[src/rtl/mp3_pkg.sv]
// Shared constants, state encoding and helpers for the Huffman region scheduler.
// Latency: n/a (declarations only).
// Backpressure: n/a.
package mp3_pkg;

  localparam int MAX_PAIRS = 288;
  localparam int TID_W     = 5;
  localparam int SMP_W     = 16;
  localparam int IDX_W     = 9;
  localparam int BITS_W    = 12;

  typedef enum logic [2:0] {
    ST_IDLE,
    ST_DECODE,
    ST_EMIT_Y,
    ST_ZERO_X,
    ST_ZERO_Y,
    ST_DONE
  } state_t;

  // Limit a requested pair count to what the granule buffer can hold.
  function automatic logic [IDX_W-1:0] clamp_pairs(input logic [IDX_W-1:0] bv,
                                                   input int unsigned max_p);
    if (32'(bv) > max_p) return max_p[IDX_W-1:0];
    return bv;
  endfunction

endpackage

[src/rtl/huff_region_sched_if.sv]
// Bundle of control, bitstream, decoder-bank and sample-output signals.
// Latency: n/a (wiring only).
// Backpressure: in_ready gates the bitstream; decoder results are never stalled.
interface huff_region_sched_if;
  import mp3_pkg::*;

  logic                    start;
  logic [IDX_W-1:0]        big_values;
  logic [IDX_W-1:0]        r1_start;
  logic [IDX_W-1:0]        r2_start;
  logic [TID_W-1:0]        tsel0;
  logic [TID_W-1:0]        tsel1;
  logic [TID_W-1:0]        tsel2;

  logic                    in_axiiv;
  logic                    in_axiid;
  logic                    in_ready;

  logic [TID_W-1:0]        dec_sel;
  logic                    dec_axiiv;
  logic                    dec_axiid;
  logic                    dec_axiov;
  logic signed [SMP_W-1:0] dec_x;
  logic signed [SMP_W-1:0] dec_y;

  logic                    out_valid;
  logic [IDX_W:0]          out_idx;
  logic signed [SMP_W-1:0] out_val;

  logic                    busy;
  logic                    done;
  logic [BITS_W-1:0]       bits_used;

  modport slave (
    input  start, big_values, r1_start, r2_start, tsel0, tsel1, tsel2,
    input  in_axiiv, in_axiid, dec_axiov, dec_x, dec_y,
    output in_ready, dec_sel, dec_axiiv, dec_axiid,
    output out_valid, out_idx, out_val, busy, done, bits_used
  );

  modport master (
    output start, big_values, r1_start, r2_start, tsel0, tsel1, tsel2,
    output in_axiiv, in_axiid, dec_axiov, dec_x, dec_y,
    input  in_ready, dec_sel, dec_axiiv, dec_axiid,
    input  out_valid, out_idx, out_val, busy, done, bits_used
  );

endinterface

[src/rtl/huff_region_select.sv]
// Maps a pair index onto its big_values region and returns that region's table id.
// Latency: purely combinational.
// Backpressure: none.
module huff_region_select
  import mp3_pkg::*;
(
  input  logic [IDX_W-1:0] i_pair_idx,
  input  logic [IDX_W-1:0] i_r1_start,
  input  logic [IDX_W-1:0] i_r2_start,
  input  logic [TID_W-1:0] i_tsel0,
  input  logic [TID_W-1:0] i_tsel1,
  input  logic [TID_W-1:0] i_tsel2,
  output logic [TID_W-1:0] o_sel
);

  // Region 0 below r1_start, region 1 below r2_start, region 2 otherwise;
  // an r2_start below r1_start simply leaves region 1 empty.
  always_comb begin
    if (i_pair_idx < i_r1_start)      o_sel = i_tsel0;
    else if (i_pair_idx < i_r2_start) o_sel = i_tsel1;
    else                              o_sel = i_tsel2;
  end

endmodule

[src/rtl/huff_region_sched.sv]
// Steers one granule/channel of big_values pairs through the Huffman decoder bank.
// Latency: x sample same cycle as dec_axiov, y sample next cycle; table-0 pairs take 2 cycles.
// Backpressure: in_ready drops on decoder result, EMIT_Y and zero-fill cycles.
module huff_region_sched #(
  parameter int MAX_PAIRS = mp3_pkg::MAX_PAIRS
) (
  input logic                clk,
  input logic                rst,
  huff_region_sched_if.slave bus
);
  import mp3_pkg::*;

  state_t                  r_state;
  state_t                  w_next;

  logic [IDX_W-1:0]        r_big;
  logic [IDX_W-1:0]        r_r1;
  logic [IDX_W-1:0]        r_r2;
  logic [TID_W-1:0]        r_t0;
  logic [TID_W-1:0]        r_t1;
  logic [TID_W-1:0]        r_t2;
  logic [IDX_W-1:0]        r_pair;
  logic signed [SMP_W-1:0] r_y;
  logic [BITS_W-1:0]       r_bits;

  logic                    w_idle;
  logic                    w_start;
  logic [IDX_W-1:0]        w_big_clamp;
  logic [IDX_W-1:0]        w_pair_inc;
  logic                    w_last;
  logic [IDX_W-1:0]        w_la_idx;
  logic [IDX_W-1:0]        w_la_r1;
  logic [IDX_W-1:0]        w_la_r2;
  logic [TID_W-1:0]        w_la_t0;
  logic [TID_W-1:0]        w_la_t1;
  logic [TID_W-1:0]        w_la_t2;
  logic [TID_W-1:0]        w_cur_sel;
  logic [TID_W-1:0]        w_nxt_sel;
  logic                    w_take;

  logic                    w_in_ready;
  logic                    w_out_valid;
  logic [IDX_W:0]          w_out_idx;
  logic signed [SMP_W-1:0] w_out_val;
  logic                    w_busy;
  logic                    w_done;

  assign w_idle      = (r_state == ST_IDLE);
  assign w_start     = w_idle && bus.start;
  assign w_big_clamp = clamp_pairs(bus.big_values, MAX_PAIRS);
  assign w_pair_inc  = r_pair + IDX_W'(1);
  assign w_last      = (w_pair_inc == r_big);

  // The lookahead selector answers "which table does the next pair use?".
  // In IDLE the registers are stale, so it looks at pair 0 of the incoming
  // configuration; afterwards it looks one pair ahead of the current one.
  assign w_la_idx = w_idle ? '0            : w_pair_inc;
  assign w_la_r1  = w_idle ? bus.r1_start  : r_r1;
  assign w_la_r2  = w_idle ? bus.r2_start  : r_r2;
  assign w_la_t0  = w_idle ? bus.tsel0     : r_t0;
  assign w_la_t1  = w_idle ? bus.tsel1     : r_t1;
  assign w_la_t2  = w_idle ? bus.tsel2     : r_t2;

  // The pair index only moves between pairs, so dec_sel never changes inside a codeword.
  huff_region_select u_cur_sel (
    .i_pair_idx (r_pair),
    .i_r1_start (r_r1),
    .i_r2_start (r_r2),
    .i_tsel0    (r_t0),
    .i_tsel1    (r_t1),
    .i_tsel2    (r_t2),
    .o_sel      (w_cur_sel)
  );

  huff_region_select u_nxt_sel (
    .i_pair_idx (w_la_idx),
    .i_r1_start (w_la_r1),
    .i_r2_start (w_la_r2),
    .i_tsel0    (w_la_t0),
    .i_tsel1    (w_la_t1),
    .i_tsel2    (w_la_t2),
    .o_sel      (w_nxt_sel)
  );

  assign w_take        = bus.in_axiiv && w_in_ready;

  assign bus.dec_sel   = w_cur_sel;
  assign bus.dec_axiiv = w_take;
  assign bus.dec_axiid = bus.in_axiid;
  assign bus.in_ready  = w_in_ready;
  assign bus.out_valid = w_out_valid;
  assign bus.out_idx   = w_out_idx;
  assign bus.out_val   = w_out_val;
  assign bus.busy      = w_busy;
  assign bus.done      = w_done;
  assign bus.bits_used = r_bits;

  // State register; reset abandons any granule in flight without a done pulse.
  always_ff @(posedge clk or posedge rst) begin
    if (rst) r_state <= ST_IDLE;
    else     r_state <= w_next;
  end

  // Next-state: start only counts in IDLE, and every pair boundary picks the
  // following pair's path (zero-fill for table 0, decode otherwise).
  always_comb begin
    w_next = r_state;
    case (r_state)
      ST_IDLE: begin
        if (bus.start) begin
          if (w_big_clamp == '0)     w_next = ST_DONE;
          else if (w_nxt_sel == '0)  w_next = ST_ZERO_X;
          else                       w_next = ST_DECODE;
        end
      end
      ST_DECODE: begin
        if (bus.dec_axiov) w_next = ST_EMIT_Y;
      end
      ST_EMIT_Y, ST_ZERO_Y: begin
        if (w_last)               w_next = ST_DONE;
        else if (w_nxt_sel == '0) w_next = ST_ZERO_X;
        else                      w_next = ST_DECODE;
      end
      ST_ZERO_X: w_next = ST_ZERO_Y;
      ST_DONE:   w_next = ST_IDLE;
      default:   w_next = ST_IDLE;
    endcase
  end

  // Outputs: x is forwarded straight from the decoder, y replays from its latch,
  // zero-fill pairs emit literal zeros; the bitstream is held whenever a sample goes out.
  always_comb begin
    w_in_ready  = 1'b0;
    w_out_valid = 1'b0;
    w_out_idx   = '0;
    w_out_val   = '0;
    w_busy      = 1'b1;
    w_done      = 1'b0;
    case (r_state)
      ST_IDLE: w_busy = 1'b0;
      ST_DECODE: begin
        w_in_ready = !bus.dec_axiov;
        if (bus.dec_axiov) begin
          w_out_valid = 1'b1;
          w_out_idx   = {r_pair, 1'b0};
          w_out_val   = bus.dec_x;
        end
      end
      ST_EMIT_Y: begin
        w_out_valid = 1'b1;
        w_out_idx   = {r_pair, 1'b1};
        w_out_val   = r_y;
      end
      ST_ZERO_X: begin
        w_out_valid = 1'b1;
        w_out_idx   = {r_pair, 1'b0};
      end
      ST_ZERO_Y: begin
        w_out_valid = 1'b1;
        w_out_idx   = {r_pair, 1'b1};
      end
      ST_DONE: w_done = 1'b1;
      default: w_busy = 1'b0;
    endcase
  end

  // Granule datapath: configuration latched at start, saturating bit counter,
  // y latch and pair counter that advances once per completed pair.
  always_ff @(posedge clk or posedge rst) begin
    if (rst) begin
      r_big  <= '0;
      r_r1   <= '0;
      r_r2   <= '0;
      r_t0   <= '0;
      r_t1   <= '0;
      r_t2   <= '0;
      r_pair <= '0;
      r_y    <= '0;
      r_bits <= '0;
    end else if (w_start) begin
      r_big  <= w_big_clamp;
      r_r1   <= bus.r1_start;
      r_r2   <= bus.r2_start;
      r_t0   <= bus.tsel0;
      r_t1   <= bus.tsel1;
      r_t2   <= bus.tsel2;
      r_pair <= '0;
      r_bits <= '0;
    end else begin
      if (w_take && (r_bits != '1)) r_bits <= r_bits + BITS_W'(1);
      if ((r_state == ST_DECODE) && bus.dec_axiov) r_y <= bus.dec_y;
      if ((r_state == ST_EMIT_Y) || (r_state == ST_ZERO_Y)) r_pair <= w_pair_inc;
    end
  end

endmodule

[src/flat_wrapper.sv]
// flat-port wrapper written by rule: the top's interface ports become plain ports
module huff_region_sched_flat import mp3_pkg::*;
#(
  parameter int MAX_PAIRS = mp3_pkg::MAX_PAIRS
)
  (clk, rst, bus_start, bus_big_values, bus_r1_start, bus_r2_start, bus_tsel0, bus_tsel1, bus_tsel2, bus_in_axiiv, bus_in_axiid, bus_dec_axiov, bus_dec_x, bus_dec_y, bus_in_ready, bus_dec_sel, bus_dec_axiiv, bus_dec_axiid, bus_out_valid, bus_out_idx, bus_out_val, bus_busy, bus_done, bus_bits_used);
  huff_region_sched_if bus_i ();
  input logic clk;
  input logic rst;
  input wire logic [$bits(bus_i.start)-1:0] bus_start;
  input wire logic [$bits(bus_i.big_values)-1:0] bus_big_values;
  input wire logic [$bits(bus_i.r1_start)-1:0] bus_r1_start;
  input wire logic [$bits(bus_i.r2_start)-1:0] bus_r2_start;
  input wire logic [$bits(bus_i.tsel0)-1:0] bus_tsel0;
  input wire logic [$bits(bus_i.tsel1)-1:0] bus_tsel1;
  input wire logic [$bits(bus_i.tsel2)-1:0] bus_tsel2;
  input wire logic [$bits(bus_i.in_axiiv)-1:0] bus_in_axiiv;
  input wire logic [$bits(bus_i.in_axiid)-1:0] bus_in_axiid;
  input wire logic [$bits(bus_i.dec_axiov)-1:0] bus_dec_axiov;
  input wire logic [$bits(bus_i.dec_x)-1:0] bus_dec_x;
  input wire logic [$bits(bus_i.dec_y)-1:0] bus_dec_y;
  output wire logic [$bits(bus_i.in_ready)-1:0] bus_in_ready;
  output wire logic [$bits(bus_i.dec_sel)-1:0] bus_dec_sel;
  output wire logic [$bits(bus_i.dec_axiiv)-1:0] bus_dec_axiiv;
  output wire logic [$bits(bus_i.dec_axiid)-1:0] bus_dec_axiid;
  output wire logic [$bits(bus_i.out_valid)-1:0] bus_out_valid;
  output wire logic [$bits(bus_i.out_idx)-1:0] bus_out_idx;
  output wire logic [$bits(bus_i.out_val)-1:0] bus_out_val;
  output wire logic [$bits(bus_i.busy)-1:0] bus_busy;
  output wire logic [$bits(bus_i.done)-1:0] bus_done;
  output wire logic [$bits(bus_i.bits_used)-1:0] bus_bits_used;
  assign bus_i.start = bus_start;
  assign bus_i.big_values = bus_big_values;
  assign bus_i.r1_start = bus_r1_start;
  assign bus_i.r2_start = bus_r2_start;
  assign bus_i.tsel0 = bus_tsel0;
  assign bus_i.tsel1 = bus_tsel1;
  assign bus_i.tsel2 = bus_tsel2;
  assign bus_i.in_axiiv = bus_in_axiiv;
  assign bus_i.in_axiid = bus_in_axiid;
  assign bus_i.dec_axiov = bus_dec_axiov;
  assign bus_i.dec_x = bus_dec_x;
  assign bus_i.dec_y = bus_dec_y;
  assign bus_in_ready = bus_i.in_ready;
  assign bus_dec_sel = bus_i.dec_sel;
  assign bus_dec_axiiv = bus_i.dec_axiiv;
  assign bus_dec_axiid = bus_i.dec_axiid;
  assign bus_out_valid = bus_i.out_valid;
  assign bus_out_idx = bus_i.out_idx;
  assign bus_out_val = bus_i.out_val;
  assign bus_busy = bus_i.busy;
  assign bus_done = bus_i.done;
  assign bus_bits_used = bus_i.bits_used;
  huff_region_sched #(.MAX_PAIRS(MAX_PAIRS)) u_core (.clk(clk), .rst(rst), .bus(bus_i));
endmodule
[config.mk]
export PLATFORM = sky130hd
export DESIGN_NAME = huff_region_sched_flat
export DESIGN_NICKNAME = d
export VERILOG_FILES = /design/src/rtl/mp3_pkg.sv /design/src/rtl/huff_region_sched_if.sv /design/src/rtl/huff_region_select.sv /design/src/rtl/huff_region_sched.sv /design/src/flat_wrapper.sv
export SDC_FILE = /design/constraint.sdc
export NUM_CORES = 1
export LEC_CHECK = 0
export ABC_AREA = 1
export CORE_ASPECT_RATIO = 1.4
export CORE_MARGIN = 3
export CORE_UTILIZATION = 56
export DETAILED_ROUTE_END_ITERATION = 10
export HOLD_SLACK_MARGIN = 0.05
export PLACE_DENSITY = 0.92
export SYNTH_ARGS = -nofsm -noshare
export SYNTH_HDL_FRONTEND = slang
export SYNTH_HIERARCHICAL = 1
export SYNTH_SLANG_ARGS = --single-unit
[constraint.sdc]
create_clock -name clk -period 5 [get_ports clk]
set_input_delay 0.5 -clock clk [delete_from_list [all_inputs] [get_ports clk]]
set_output_delay 0.5 -clock clk [all_outputs]
set_load 0.005 [all_outputs]
==> metrics <==
status=completed; vias per cell=between 5 and 6; Pleak=~3.8 nW; clk_skew=~7.3 ps; nets@finish=1067; Hold Path Sink=u_core/r_y[2]; post-route minimum period=about 3600 ps; Seq/Total Area, Yosys=0.3466; setup ws final=1367 ps; chip width=~93 um; hold path cells=2; prevailing post-synth register cell=dfrtp_1; Tcrit/Tclk final=0.7266; GRT Total Usage=0.2716; num ports=between 100 and 150; count leader, synth=nand2_1; #FFs+latches synth=82; max_cap viols=0; fill cell count=between 700 and 800; clk_lat worst skew=about 340 ps; Synth Area in XOR/XNOR=0.01036; pwr dens=527.6 nW/um^2; Port-buffer cells=approximately 130; Die H=approximately 130 um; CTS max path bufs=2; via count of the first global-routing pass=around 5600; Worst Path Arrival=3130 ps; Yosys warnings=6; Setup Viol. Count Final=0; Fmax achieved=275.2 MHz; Vias=slightly below 6000; CTS Buf Count=9; terminus of the critical flop-to-flop path=u_core/r_state[1]; Post-Syn Instances=841; Final Hold Fails=0; Slew HR=0.4004; drt first pass iters=5; R2R cell count=17; flip-flop and latch area=2052 um^2; CTS tree=done; Synthesized Nets=955; post-synthesis mux area share=0; first-pass GRT wire length=25950 um; Detail Placement HPWL=11850 um; Iter 0 DRT Violations=504; Post-CTS Setup Bufs=0; Reg clk slew, reported paths=60 ps; CP Capture Type=output pin; Remaining DRCs=0; GRT Residual Overflow=0; Hold Startpoint=u_core/r_y[2]; Core Region=10110 um^2; Max Slew Vio Count=0; clk sinks=approximately 80; P&R area growth vs syn=27.68%; initial antenna violation count=0; largest net degree at the start of global routing=67; n_diodes=0; worst slew pin tran=between 800 and 900 ps; area leader, netlist=dfrtp_1; DIE AREA=11860 um^2; pre-CTS setup slack=around 1700 ps; Worst R2R Start=u_core/r_state[0]; Cell Rows=between 40 and 50; Synth top area share=0.3466; ys async rst share=1.000; layout cells sized above 1=0.07307; unrepaired setup endpoints after global routing=no; antenna viol nets, final=0; final setup TNS=0 ps; placer congestion estimate=0.9652; post-synthesis compound-gate area fraction=0.1253; top post-synthesis cells by area=dfrtp_1 35%, nand2_1 15%, inv_1 9.1%; Synth Area in Simple Gates=0.3261; Crit Path Max Fanout=17; initial core utilization=0.5854; number of enable flip-flop cells after synthesis=0; class of the worst hold path=reg -> reg; Post-CTS Hold Buffers=0; Crit Path Category=reg -> out; most frequent cells after synthesis=244 x nand2_1, 143 x inv_1, 82 x dfrtp_1; CTS H-Tree Depth=3; syn_area_per_cell=7.040 um^2; Root Driver=clkbuf_16; worst reg-to-reg setup slack=~1700 ps; total wire length=15720 um; Min Hold Slack=between 400 and 500 ps; main combinational cell family by area after synthesis=simple AND/OR/NAND/NOR gates; Worst Setup Start Kind=flip-flop; WL/cell=14.39 um; Post-Synth Adder-Cell Area=0.07185; Multi-input gate area=3162 um^2; Post-Syn Area=5921 um^2; Max rail drop VDD=286.0 uV; CP required=4500 ps; Resized Gates After CTS=0; total power=between 3 and 4 mW; Synth cell types=38
[cell usage in the layout, fill, tap and decap left out, types with 3 or more instances in the layout]
| cell | instances |
|---|---|
| nand2_2 | 8 |
| nand3_1 | 49 |
| nand3_4 | 6 |
| nor3_1 | 3 |
| o21ai_1 | 6 |
| nand3_2 | 3 |
| nor2_4 | 8 |
| o21ai_0 | 78 |
| inv_2 | 10 |
| ha_1 | 34 |
| dfrtp_1 | 82 |
| clkbuf_16 | 9 |
| nor2_1 | 48 |
| nand2_1 | 243 |
| o22ai_1 | 8 |
| xor2_1 | 5 |
| a22o_1 | 16 |
| a21oi_1 | 9 |
| inv_1 | 142 |
| clkdlybuf4s50_1 | 126 |
| nand4_1 | 26 |
| nor2_2 | 9 |
| buf_4 | 3 |
[registers in the layout, summed over array words and instances (netlist names)]
| signal | flops |
|---|---|
| u_core/r_y | 16 |
| u_core/bus.bits_used | 12 |
| u_core/r_big | 9 |
| u_core/r_pair | 9 |
| u_core/r_r1 | 9 |
| u_core/r_r2 | 9 |
| u_core/r_t0 | 5 |
| u_core/r_t1 | 5 |
| u_core/r_t2 | 5 |
| u_core/r_state | 3 |
[cell type report]
type | count | share of cell area
multi-input cells | 578 | 0.4182
flip-flops and latches | 82 | 0.2714
repair buffers | 129 | 0.1698
inverters | 153 | 0.07613
clock buffers | 10 | 0.03029
well taps | 135 | 0.02234
clock inverters | 6 | 0.01175
[critical path, stage by stage (launching register included)]
cell	delay, ps
dfrtp_1	430
nor2_1	70
inv_1	90
nor2_2	140
a21oi_1	730
inv_1	310
nor3_4	440
nor2_1	120
clkdlybuf4s50_1	470
[through the flow]
stage	util	std cells	area, um^2
final	0.7474	1093	7560
after global routing	0.7474	1093	7560
after CTS	0.7474	1093	7560
after detailed placement	0.7160	1077	7242
after global placement	0.7160	1077	7242
after floorplan	-	841	5921
[layer usage]
| metal | share of wire | track usage |
|---|---|---|
| met1 | 0.39 | 0.3328 |
| met2 | 0.52 | 0.4684 |
| met3 | 0.064 | 0.06048 |
| met4 | 0.024 | 0.09577 |
| met5 | 0 | 0 |
[kinds of logic after synthesis]
group	count (synthesis)
AO/OA/AOI/OAI	126
XOR/XNOR	7
adder cells (fa/ha/maj)	34
buffers and inverters	181
flip-flops	82
AND/OR/NAND/NOR	411
[report_power, final]
group / internal, mW / switching, mW / total (mW)
combinational: 0.843 / 1.25 / 2.10
clock: 0.438 / 0.272 / 0.710
sequential: 0.935 / 0.246 / 1.18
total: 2.22 / 1.77 / 3.99
[how the worst max path moves through the flow]
| stage | end | slack [ps] | start |
|---|---|---|---|
| 5_1_grt | bus_out_idx[2] | 1160 | u_core/r_state[1] |
| 4_1_cts | bus_out_idx[7] | 1390 | u_core/r_state[1] |
| 2_1_floorplan | u_core/r_state[1] | 2160 | u_core/r_state[0] |
| 3_3_place_gp | u_core/r_state[1] | 1780 | u_core/r_state[0] |
| 3_5_place_dp | u_core/r_state[1] | 1700 | u_core/r_state[0] |
| 6_report | bus_out_idx[7] | 1370 | u_core/r_state[2] |
No activity file was read; power rests on OpenSTA's default activity.
